## src/rtl/data_memory_dump_unit.sv

```systemverilog
// -----------------------------------------------------------------------------
// data_memory_dump_unit
//
// Debug-side reader that sweeps the whole data memory and streams it to the
// debug UART transmitter.
//
// A start pulse in IDLE begins a sweep of addresses 0..RAM_DEPTH-1. Each word
// is read in one cycle. The memory read data is combinational, so it is
// captured in the same cycle that the read is issued. The word is then sent
// one byte at a time, most-significant byte first. Each byte uses a
// tx_start / tx_done handshake with the UART.
//
// Ports
//   i_clock         system clock; all logic is on the rising edge
//   i_reset         synchronous, active-high reset
//   i_start         dump request; only looked at in IDLE
//   o_read_enable   read enable to the data memory (READ state only)
//   o_read_address  word address to the data memory (address counter)
//   i_mem_data      combinational memory read data
//   o_tx_data       byte presented to the UART TX (top byte of shift register)
//   o_tx_start      one-cycle pulse that starts a byte transmit
//   i_tx_done       UART TX finished the current byte (only looked at in WAIT)
//   o_busy          high in every state except IDLE
//   o_done          one-cycle pulse when the dump completes
// -----------------------------------------------------------------------------
module data_memory_dump_unit #(
    parameter int NB_ADDR   = 32,
    parameter int NB_DATA   = 32,
    parameter int RAM_DEPTH = 32,
    parameter int NB_BYTE   = 8
) (
    input  logic               i_clock,
    input  logic               i_reset,
    input  logic               i_start,
    output logic               o_read_enable,
    output logic [NB_ADDR-1:0] o_read_address,
    input  logic [NB_DATA-1:0] i_mem_data,
    output logic [NB_BYTE-1:0] o_tx_data,
    output logic               o_tx_start,
    input  logic               i_tx_done,
    output logic               o_busy,
    output logic               o_done
);

    localparam int BYTES_PER_WORD = NB_DATA / NB_BYTE;
    localparam int NB_BYTE_CNT    = (BYTES_PER_WORD > 1) ? $clog2(BYTES_PER_WORD) : 1;

    localparam logic [NB_BYTE_CNT-1:0] LAST_BYTE = NB_BYTE_CNT'(BYTES_PER_WORD - 1);
    localparam logic [NB_ADDR-1:0]     LAST_ADDR = NB_ADDR'(RAM_DEPTH - 1);

    typedef enum logic [2:0] {
        IDLE,
        READ,
        SEND,
        WAIT,
        NEXT,
        DONE
    } state_t;

    state_t                 state;
    logic [NB_ADDR-1:0]     address;
    logic [NB_BYTE_CNT-1:0] byte_count;
    logic [NB_DATA-1:0]     shift_reg;

    // The top byte of the shift register is always the byte on the wire.
    // Shifting left after each byte therefore gives MSB-first order.
    assign o_tx_data      = shift_reg[NB_DATA-1 -: NB_BYTE];
    assign o_read_address = address;

    // All outputs are registered. They are set on the edge that enters the
    // state in which they must be high.
    always_ff @(posedge i_clock) begin
        if (i_reset) begin
            // NOTE: the shift register is reset along with the control state.
            // o_tx_data is taken directly from it and must read 0 after reset.
            state         <= IDLE;
            address       <= '0;
            byte_count    <= '0;
            shift_reg     <= '0;
            o_read_enable <= 1'b0;
            o_tx_start    <= 1'b0;
            o_busy        <= 1'b0;
            o_done        <= 1'b0;
        end else begin
            // NOTE: the pulse outputs default low on every edge, so each one
            // is high only for the single cycle whose branch sets it below.
            // All state here uses non-blocking assignment. Every branch then
            // sees the values from before this edge.
            o_read_enable <= 1'b0;
            o_tx_start    <= 1'b0;
            o_done        <= 1'b0;

            case (state)
                IDLE: begin
                    if (i_start) begin
                        state         <= READ;
                        address       <= '0;
                        o_read_enable <= 1'b1;
                        o_busy        <= 1'b1;
                    end
                end

                // The read data is combinational, so the word is captured in
                // the same cycle that the read is enabled.
                READ: begin
                    shift_reg  <= i_mem_data;
                    byte_count <= '0;
                    state      <= SEND;
                    o_tx_start <= 1'b1;
                end

                SEND: begin
                    state <= WAIT;
                end

                // i_tx_done counts only here. A stray pulse in any other state
                // cannot advance the byte stream.
                WAIT: begin
                    if (i_tx_done) begin
                        if (byte_count == LAST_BYTE) begin
                            state <= NEXT;
                        end else begin
                            shift_reg  <= shift_reg << NB_BYTE;
                            byte_count <= byte_count + NB_BYTE_CNT'(1);
                            state      <= SEND;
                            o_tx_start <= 1'b1;
                        end
                    end
                end

                // The sweep ends on equality, so the address never wraps.
                NEXT: begin
                    if (address == LAST_ADDR) begin
                        state  <= DONE;
                        o_done <= 1'b1;
                    end else begin
                        address       <= address + NB_ADDR'(1);
                        state         <= READ;
                        o_read_enable <= 1'b1;
                    end
                end

                DONE: begin
                    state  <= IDLE;
                    o_busy <= 1'b0;
                end

                default: begin
                    state  <= IDLE;
                    o_busy <= 1'b0;
                end
            endcase
        end
    end

endmodule

```

## config.mk

```make
export PLATFORM = sky130hd
export DESIGN_NAME = data_memory_dump_unit
export DESIGN_NICKNAME = d
export VERILOG_FILES = /design/src/rtl/data_memory_dump_unit.sv
export SDC_FILE = /design/constraint.sdc
export NUM_CORES = 1
export LEC_CHECK = 0
export ABC_AREA = 1
export CAP_MARGIN = 10
export CORE_AREA = 4 4 82 84
export DETAILED_ROUTE_END_ITERATION = 12
export DIE_AREA = 0 0 86 88
export DONT_BUFFER_PORTS = 1
export PLACE_DENSITY = 0.82
export SLEW_MARGIN = 10
export SYNTH_ARGS = -nofsm -noshare
export SYNTH_HDL_FRONTEND = slang
export SYNTH_SLANG_ARGS = --single-unit
```

## constraint.sdc

```tcl
create_clock -name i_clock -period 2.8 [get_ports i_clock]
set_clock_uncertainty 0.2 [all_clocks]
set_input_delay 0.84 -clock i_clock [delete_from_list [all_inputs] [get_ports i_clock]]
set_output_delay 0.84 -clock i_clock [all_outputs]
set_load 0.02 [all_outputs]
```

==> flow_summary.toml <==
[floorplanning]
io_pins = 80
num_rows = 28
die_w_um = 86
die_y_um = 88
dieArea_um2 = 7570
initial_core_util = 0.667
design.core.area_um2 = 5920

[run_status]
run_status = "completed"

[synthesis]
synth.distinct_cells = 32
ys_ff_latch = 73
yosysTopAreaCellShare = 0.370
synthFlopType = "dfxtp_1"
synth_edf_count = 0
syn_inst = 603
yosysSeqAreaShare = 0.370
yosysMostFrequentCell = "nand2_1"
yosys_warnings = 0
synthesis.area_um2 = 3950
synth_area_leader_cell = "dfxtp_1"
synthTopCellsByArea = "dfxtp_1 (37%), nand2_1 (17%), nand3_1 (9.8%)"
ys_async_sr_fraction = 0
synth_fp_nets = 641
avgSynthCellArea_um2 = 6.55
yosys-top-cells-count = "nand2_1 (180), nand3_1 (77), dfxtp_1 (73)"

[clock_network]
cts_buffer_depth = 2
cts_buffers = 9
htree_levels = 3
cts_sinks = 73
clkLatencyLatePin_ps = 350
clk_pin_slew_ps = 80
root_buffer = "clkbuf_8"
cts_hold_buf = 0
cts-resized-gates = 0
postCtsSetupRepairBufs = 0
cts_tree = "built"

[finish]
diodes = 0
fill_cells = 504
area_growth_pct = 5.04
layout-drive-gt1-share = 0.0761
design_area_um2 = 4150
nets = 624

[sta]
worst_pin_slew_ps = 723
rsz0062_at_grt = "false"
max_freq_mhz = 445
maxSlewHeadroom = 0.517
tns_ps = 0
hold_violations = 0
finalSetupViolCount = 0
post-route-min-period_ps = 2250
period_share = 0.803
maxSlewViolCount = 0

[global_route]
use_met1 = 0.313
grt_max_degree = 53
grt_pass1_vias = 3712
use_met2 = 0.478
grt-ovfl-total = 0
grt_pass1_wl_mm = 16.4
met3_usage = 0.0527
grt.total_usage = 0.269
grt-busiest-layer = "met2"
antenna_found_initial = 0

[detailed_routing]
wl_per_cell_um = 14.7
ant_nets = 0
vias = 3964
drc = 0
via_per_inst = 5.95
initialDrtViolationCount = 355
first_pass_iters = 6
routed_wl_mm = 9.82

[flow_run]
drv_cap = 0

[placement]
numPortBuffers = 0
dp_hpwl_mm = 6.88
place_area_um2 = 3900
gp_congestion = 0.953

[hold_path]
hold_path_class = "reg -> reg"
hold_start = "shift_reg[2]"

[setup_path]
path_max_fanout = 34
crit_arrival_ps = 2340
crit_path_start = "o_read_address[2]"
required_ps = 2890
crit_type = "reg -> reg"
cp-end-kind = "register"
cp-start-kind = "register"
r2r_start = "o_read_address[2]"

[power_and_ir_drop]
p_per_area_nw_per_um2 = 569
ir_drop_v = 0.000422
p_leak_nw = 1.59
-- power by group --
part           switching [mW]  internal, mW  total, mW  leakage [nW]
registers              0.0563          1.09       1.15         0.595
logic                   0.115        0.0557      0.171         0.874
clock network           0.435         0.603       1.04         0.122
total                   0.606          1.75       2.36          1.59
-- per-layer routing --
metal	up-vias	wire length, µm
met1	1804	3900
li1	1947	-
met3	19	779
met4	0	183
met5	-	0
met2	194	4950
-- worst paths after layout --
kind         cells past startpoint           endpoint  slack (ps)
max                             10  o_read_address[0]         550
min                              2       shift_reg[2]         270
max reg2reg                     10  o_read_address[0]         550
min reg2reg                      2       shift_reg[2]         270
-- cell usage in the layout (no fill, tap or decap), drive strengths merged, types with 2 or more instances in the layout --
cell,n
ha,2
dfxtp,73
nor2,63
a211oi,2
bufinv,3
inv,48
clkinv,2
nor3,3
or2,2
nand3,87
nand2,183
o21ai,29
clkbuf,9
buf,7
a31oi,24
nand4,5
a21oi,44
-- final cells by class --
| type | count | area [µm²] | area share |
|---|---|---|---|
| inverters | 47 | 176 | 0.0425 |
| repair buffers | 7 | 65.1 | 0.0157 |
| well taps | 75 | 93.8 | 0.0226 |
| flip-flops and latches | 73 | 1460 | 0.352 |
| clock inverters | 7 | 126 | 0.0305 |
| clock buffers | 9 | 124 | 0.0299 |
| multi-input cells | 448 | 2100 | 0.506 |
-- logic make-up (layout without fill, tap and decap cells) --
group	after synthesis	count (layout)	share of synthesized area
compound gates	102	102	0.141
buf+inv	82	70	0.0979
simple gates	344	344	0.385
flops	73	73	0.370
fa+ha+maj	2	2	0.00634
-- critical path: stages (launching register included) --
cell	delay (ps)
dfxtp_1	570
nand2_2	160
nor2_8	170
nand3_2	80
nor2_2	140
nand2_2	100
nand2_4	340
nand2_1	170
nand2_1	100
nand2_1	50
nor2_1	90
-- stage by stage --
| step | utilization | setup WS [ps] | power [mW] | hold WS [ps] | cells |
|---|---|---|---|---|---|
| 2_1_floorplan | - | 768 | 1.33 | 241 | 603 |
| 3_3_place_gp | 0.658 | 672 | 1.34 | 248 | 650 |
| 3_5_place_dp | 0.658 | 611 | 1.34 | 252 | 650 |
| 4_1_cts | 0.700 | 583 | 2.37 | 270 | 666 |
| 5_1_grt | 0.700 | 388 | 2.45 | 298 | 666 |
| 6_report | 0.700 | 550 | 2.36 | 269 | 666 |
No activity file was read; power rests on OpenSTA's default activity.
